$ cat src/rtl/dfu_status_led.sv
// Status-LED pattern generator for the TinyDFU bootloader: maps DFU state/detach
// to breathing, blinking or solid PWM patterns for the SB_RGBA_DRV channels.
module dfu_status_led #(
  parameter int unsigned PRESCALE = 23438,
  parameter int unsigned PWM_BITS = 8
) (
  input  logic       clk,
  input  logic       rst_n,
  input  logic [7:0] dfu_state,
  input  logic       dfu_detach,
  output logic       stat_r,
  output logic       stat_g,
  output logic       stat_b,
  output logic       stat_en
);

  localparam int unsigned PRE_W = (PRESCALE > 1) ? $clog2(PRESCALE) : 1;

  typedef enum logic [2:0] {
    MODE_IDLE,
    MODE_DNLOAD,
    MODE_MANIFEST,
    MODE_UPLOAD,
    MODE_ERROR,
    MODE_OFF
  } mode_t;

  mode_t               mode_q, mode_d;
  logic [PRE_W-1:0]    pre_cnt;
  logic [PWM_BITS-1:0] pwm_cnt;
  logic [PWM_BITS-1:0] level;
  logic [PWM_BITS:0]   phase;
  logic [PWM_BITS:0]   step;
  logic                tick;
  logic                breath;
  logic                r_d, g_d, b_d;

  // Detach wins over any state code; undefined codes fall through to error.
  always_comb begin
    mode_d = MODE_ERROR;
    if (dfu_detach)             mode_d = MODE_OFF;
    else if (dfu_state <= 8'd2) mode_d = MODE_IDLE;
    else if (dfu_state <= 8'd5) mode_d = MODE_DNLOAD;
    else if (dfu_state <= 8'd8) mode_d = MODE_MANIFEST;
    else if (dfu_state == 8'd9) mode_d = MODE_UPLOAD;
  end

  always_comb begin
    tick   = (pre_cnt == PRE_W'(PRESCALE - 1));
    step   = (mode_q == MODE_DNLOAD) ? (PWM_BITS+1)'(4) : (PWM_BITS+1)'(1);
    level  = phase[PWM_BITS] ? ~phase[PWM_BITS-1:0] : phase[PWM_BITS-1:0];
    breath = (pwm_cnt < level);
    r_d = 1'b0;
    g_d = 1'b0;
    b_d = 1'b0;
    case (mode_q)
      MODE_IDLE:     begin r_d = breath; b_d = breath; end
      MODE_DNLOAD:   b_d = breath;
      MODE_MANIFEST: g_d = 1'b1;
      MODE_UPLOAD:   begin g_d = breath; b_d = breath; end
      MODE_ERROR:    r_d = ~phase[PWM_BITS];
      default:       ;
    endcase
  end

  // A mode change restarts every counter on the same edge, swallowing any tick.
  always_ff @(posedge clk or negedge rst_n) begin
    if (!rst_n) begin
      mode_q  <= MODE_IDLE;
      pre_cnt <= '0;
      pwm_cnt <= '0;
      phase   <= '0;
    end else if (mode_d != mode_q) begin
      mode_q  <= mode_d;
      pre_cnt <= '0;
      pwm_cnt <= '0;
      phase   <= '0;
    end else begin
      pre_cnt <= tick ? '0 : pre_cnt + PRE_W'(1);
      pwm_cnt <= pwm_cnt + PWM_BITS'(1);
      if (tick) phase <= phase + step;
    end
  end

  always_ff @(posedge clk or negedge rst_n) begin
    if (!rst_n) begin
      stat_r  <= 1'b0;
      stat_g  <= 1'b0;
      stat_b  <= 1'b0;
      stat_en <= 1'b0;
    end else begin
      stat_r  <= r_d;
      stat_g  <= g_d;
      stat_b  <= b_d;
      stat_en <= 1'b1;
    end
  end

endmodule

$ cat config.mk
export PLATFORM = sky130hd
export DESIGN_NAME = dfu_status_led
export DESIGN_NICKNAME = d
export VERILOG_FILES = /design/src/rtl/dfu_status_led.sv
export SDC_FILE = /design/constraint.sdc
export NUM_CORES = 1
export LEC_CHECK = 0
export ABC_AREA = 1
export CAP_MARGIN = 5
export CORE_AREA = 4 4 78 80
export CTS_CLUSTER_SIZE = 14
export DETAILED_ROUTE_END_ITERATION = 8
export DIE_AREA = 0 0 82 84
export DONT_BUFFER_PORTS = 1
export PLACE_DENSITY = 0.74
export REMOVE_ABC_BUFFERS = 1
export SETUP_SLACK_MARGIN = 0.3
export SYNTH_ARGS = -nofsm -noshare
export SYNTH_HDL_FRONTEND = slang
export SYNTH_SLANG_ARGS = --single-unit
$ cat constraint.sdc
create_clock -name clk -period 1.88 [get_ports clk]
set_input_delay 0.282 -clock clk [delete_from_list [all_inputs] [get_ports clk]]
set_output_delay 0.282 -clock clk [all_outputs]
set_load 0.03 [all_outputs]
==> After elaboration in Yosys (flattened, before gate mapping) <==
Index checks and enable logic that the tools add are counted.
{ "word_totals": {"elab_cells": 42, "output_inout_bits": 4, "register_bits": 39, "inputBits": 11} }
{ "op_classes": {"eq_ne": 7, "n_reduce_logical": 3, "bitwise_logic": 2, "n_addsub": 3, "mux": 15, "magnitude_cmp": 4} }
{ "ops": {"columns": ["cell", "n"], "rows": [
  ["$mux 15", 2],
  ["$mux 3", 6],
  ["$mux 9", 2],
  ["$mux 8", 2],
  ["$add 15x1->15 const B", 1],
  ["$eq 15x15->1 const B", 1],
  ["$add 9x3->9", 1],
  ["$add 8x1->8 const B", 1],
  ["$eq 8x4->1 const B", 1],
  ["$le 8x2->1 const B", 1],
  ["$le 8x3->1 const B", 1],
  ["$le 8x4->1 const B", 1],
  ["$lt 8x8->1", 1],
  ["$not 8->8", 1],
  ["$eq 3x2->1 const B", 2],
  ["$pmux 1 s2", 2],
  ["$eq 3x1->1 const B", 1],
  ["$eq 3x3->1 const B", 1],
  ["$logic_not 3->1", 1],
  ["$ne 3x3->1", 1],
  ["$reduce_or 3->1", 1],
  ["$reduce_bool 2->1", 1],
  ["$mux 1", 1],
  ["$not 1->1", 1]
]} }

==> Longest topological paths before layout <==
{ "depth": {"word_depth": 8, "ltp_mapped": 14, "depth_no_buf": 14} }

==> Worst setup path before layout <==
OpenSTA, ideal clock, no wires.
{ "synth_timing": {"kind": "register to register", "from": "register mode_q[1]", "to": "register phase[6]", "n_path_buf": 0, "t_arrival_ns": 1.645, "synth_period_minus_slack_ns": 1.714, "setup_time_ns": 0.069, "slack_ns": 0.166, "required_time_ns": 1.811, "path_stages_with_launch": 14, "cell_sequence": "dfrtp_1 > nor3_1 > inv_1 > ha_1 > ha_1 > nand2_1 > nand2_1 > nand2_1 > inv_1 > nand3_1 > nand2_1 > nor2_1 > nor2_1 > nor2_2"} }
{ "synth_between": {"elab_chain_len": 5, "word_cells_on_any_way": 7, "classes_between": "1 x add/sub; 2 x eq/ne; 3 x mux; 1 x reduce/logical"} }
{ "synth_lines": {"columns": ["element", "line", "source"], "rows": [
  ["start, declared", "28", "mode_t mode_q, mode_d;"],
  ["start signal, assigned", "74", "mode_q <= mode_d;"],
  ["$eq 3x1->1", "50", "step = (mode_q == MODE_DNLOAD) ? (PWM_BITS+1)'(4) : (PWM_BITS+1)'(1);"],
  ["$mux 3", "50", null],
  ["$add 9x3->9", "81", "if (tick) phase <= phase + step;"],
  ["$mux 9", "81", null],
  ["$mux 9", "73", "end else if (mode_d != mode_q) begin"],
  ["end signal, assigned", "81", null],
  ["end, declared", "32", "logic [PWM_BITS:0] phase;"]
]} }
Several ways; a longest one is shown, not always the timed one. The select of a mux whose other input is x is not followed.
A chain may end at the register's enable or synchronous reset.

==> Worst setup path after layout <==
Same ends and word-level chain as after synthesis.

==> metrics.md <==
| Metric | Value |
|---|---|
| CORE AREA | 5410 sq um |
| Post-Route Utilization | 59.4% |
| HP Class | input port to register |
| Total gr overflow | 0 |
| Final setup viols | 0 |
| Clock sinks | 39 |
| Clock skew | 0.00728 ns |
| Main synth FF type | dfrtp_1 |
| Clock Latency Late Sink | 0.29 ns |
| Num CTS Buffers | 5 |
| Share of cells above drive strength 1 | 28.4% |
| Setup crit end kind | register |
| RR Startpoint | mode_q[1] |
| Post-Route WL | 6.43 mm |
| Fmax | 585 MHz |
| Gpl congestion | 0.840 |
| Die Area | 6890 sq um |
| Via Count | 2,382 |
| Area of the multi-input gates | 1580 sq um |
| Initial DRC count | 182 |
| Hold violation count in the final report | 0 |
| Setup TNS | 0 ns |
| Crit start category | register |
| Clock Path Buffers | 2 |
| Vias in the first global route | 2,187 |
| Syn Inst Count | 349 |
| Die Y | 84 microns |
| Largest net degree at the start of global routing | 40 |
| Layout fillers | 438 |
| Post-synth EDFFs | 0 |
| ANT nets after route | 0 |
| R2r worst-path depth | 12 |
| Seq/Total Area, Yosys | 37.6% |
| P_leak | 1.42 nW |
| Port bufs | 0 |
| Drt pass-1 iters | 4 |
| Nets | 400 |
| Share of synthesized registers carrying an async set or reset | 100% |
| Yosys warnings | 0 |
| Die Span X | 82 microns |
| Row Count | 27 |
| Mean Syn Cell Area | 7.44 sq um |
| Global-route wire length before repair | 9.31 mm |
| Worst Setup Path Type | register to register |
| Root Buffer | clkbuf_8 |
| DPL Wire Length | 3.57 mm |
| Power Density | 537 nW/um^2 |
| Initial cell density of the core | 48.1% |
| Fin. max-slew vios | 0 |
| CP required | 2.06 ns |
| Synthesized area | 2600 sq um |
| CTS tree | built |
| Number of vias per cell | 5.31 |
| Distinct cells, synth | 27 |
| Layout area overhead | 23.6% |
| DR WL/cell | 14.3 microns |
| Register bit total from synthesis | 39 |
| R2r setup slk | 0.17 ns |
| H-tree levels | 2 |
| FF+latch area | 977 sq um |
| N_diodes | 0 |
| Worst-path clk slew | 0.08 ns |
| Crit path max fanout | 3 |
| RSZ-0062 raised after global routing | yes |
| Overall Global Routing Usage | 16.8% |
| Status | finished, final reports clean |
| Initial antenna violation count | 0 |
| DR DRC count | 0 |
| Crit path to | phase[6] |
| Max-cap violations | 0 |
| I/O Pins | 15 |
| Final period utilization | 90.9% |
| Crit Reg-Reg Endpoint | phase[6] |
| VDD IR-drop max | 336 uV |
| WP data arrival | 1.89 ns |
| Final min period | 1.71 ns |
| CP startpoint | mode_q[1] |
==> cell families (layout without fill, tap and decap cells) <==
logic type	Yosys count	in the layout	share of synthesized area (%)
adder cells (fa/ha/maj)	13	13	6.26
buffers and inverters	55	83	8.86
flip-flops	39	39	37.6
AO/OA/AOI/OAI	17	17	3.61
XOR/XNOR	17	17	5.73
AND/OR/NAND/NOR	207	207	37.8
other	1	1	0.144
==> cells in the mapped netlist (2+ instances only) <==
| cell | count | share of area (%) |
|---|---|---|
| xor2_1 | 9 | 3.0 |
| o21ai_0 | 8 | 1.5 |
| dfrtp_1 | 39 | 38 |
| nor2_2 | 34 | 8.2 |
| xnor2_1 | 8 | 2.7 |
| nor2_1 | 31 | 4.5 |
| nand2_1 | 77 | 11 |
| nor3_1 | 11 | 2.1 |
| inv_1 | 48 | 6.9 |
| nand3_1 | 34 | 6.6 |
| ha_1 | 13 | 6.3 |
| nand4_1 | 14 | 3.4 |
| a21oi_1 | 6 | 1.2 |
| clkbuf_1 | 2 | 0.29 |
| buf_6 | 3 | 1.3 |
==> stage by stage <==
| step | hold WS (ns) | setup WS (ns) | power, mW | cell area, sq um | std cells |
|---|---|---|---|---|---|
| after CTS | 0.168 | 0.252 | 1.68 | 2990 | 442 |
| final | 0.182 | 0.171 | 1.72 | 3210 | 449 |
| after floorplan | -0.0136 | 0.152 | 0.993 | 2550 | 343 |
| after global placement | -0.0128 | 0.139 | 1.03 | 2700 | 421 |
| after detailed placement | -0.0127 | 0.0524 | 1.03 | 2700 | 421 |
| after global routing | 0.184 | 0.0885 | 1.80 | 3210 | 449 |
==> area by class of cell <==
type / instances / area share (%)
Clock buffer: 8 / 3.12
Inverter: 49 / 5.81
Multi-Input combinational cell: 255 / 49.2
Sequential cell: 39 / 30.4
Tap cell: 72 / 2.81
Timing Repair Buffer: 26 / 8.65
==> critical path, cell delays in order, from the launching register on <==
cell     delay, ns
dfrtp_1       0.41
nor3_4        0.21
inv_2         0.07
ha_4          0.17
ha_4          0.16
nand2_4       0.07
nand2_4       0.05
nand2_4       0.09
o21ai_2       0.08
nand2_2       0.08
nor2_2        0.04
nor2_1        0.14
nor2_2        0.04
==> sequential cells by signal (all words and copies together) (netlist names) <==
name     flops
mode_q       3
phase        9
pre_cnt     15
pwm_cnt      8
stat_b       1
stat_en      1
stat_g       1
stat_r       1
==> repair_timing <==
action,CTS,global route
gates cloned,0,3
resized for setup,22,34
pin swaps,15,17
setup buffers,11,4
endpoints found under the hold margin,39,0
endpoints found under the setup margin,15,35
hold buffers,2,0
==> power by group <==
group / leakage (nW) / total (mW) / internal [mW] / switching (mW)
Sequential: 0.527 / 0.878 / 0.856 / 0.0219
Combinational: 0.843 / 0.231 / 0.0975 / 0.134
Clock: 0.0515 / 0.614 / 0.335 / 0.279
Total: 1.42 / 1.72 / 1.29 / 0.435
==> per-layer routing <==
metal  vias up  GRT usage [%]  wire [microns]
met2        74           27.8            3280
met5         -              0               0
li1       1166              -               -
met3        19           3.67             367
met4         0           4.98             204
met1      1123           21.5            2580
==> cells in the final DEF (no fill, tap or decap), types with 2 or more instances in the layout <==
cell | synthesis | final
buf_6 | 3 | 2
nand2_4 | 0 | 4
xor2_1 | 9 | 9
a21oi_1 | 6 | 5
o21ai_0 | 8 | 5
buf_4 | 0 | 18
ha_4 | 0 | 3
ha_1 | 13 | 10
nand2_1 | 77 | 66
dfrtp_1 | 39 | 38
nor3_1 | 11 | 8
nand2_2 | 1 | 8
o21ai_1 | 0 | 2
xnor2_1 | 8 | 8
inv_1 | 48 | 45
clkbuf_16 | 0 | 2
nor2_4 | 1 | 5
buf_12 | 0 | 3
nor3_2 | 1 | 3
nor2_2 | 34 | 36
nor2_1 | 31 | 25
nand3_2 | 1 | 6
nand3_1 | 34 | 28
nand4_1 | 14 | 14
clkbuf_8 | 0 | 7
inv_2 | 1 | 3
==> worst min-delay path by stage <==
stage,start,endpoint,slack (ns),cells past startpoint
2_1_floorplan,rst_n,mode_q[0],-0.01,0
3_3_place_gp,rst_n,pre_cnt[2],-0.01,0
3_5_place_dp,rst_n,pre_cnt[2],-0.01,0
4_1_cts,dfu_detach,mode_q[0],0.17,2
5_1_grt,dfu_detach,mode_q[0],0.18,2
6_report,dfu_detach,mode_q[0],0.18,2
No activity file was read; power rests on OpenSTA's default activity.
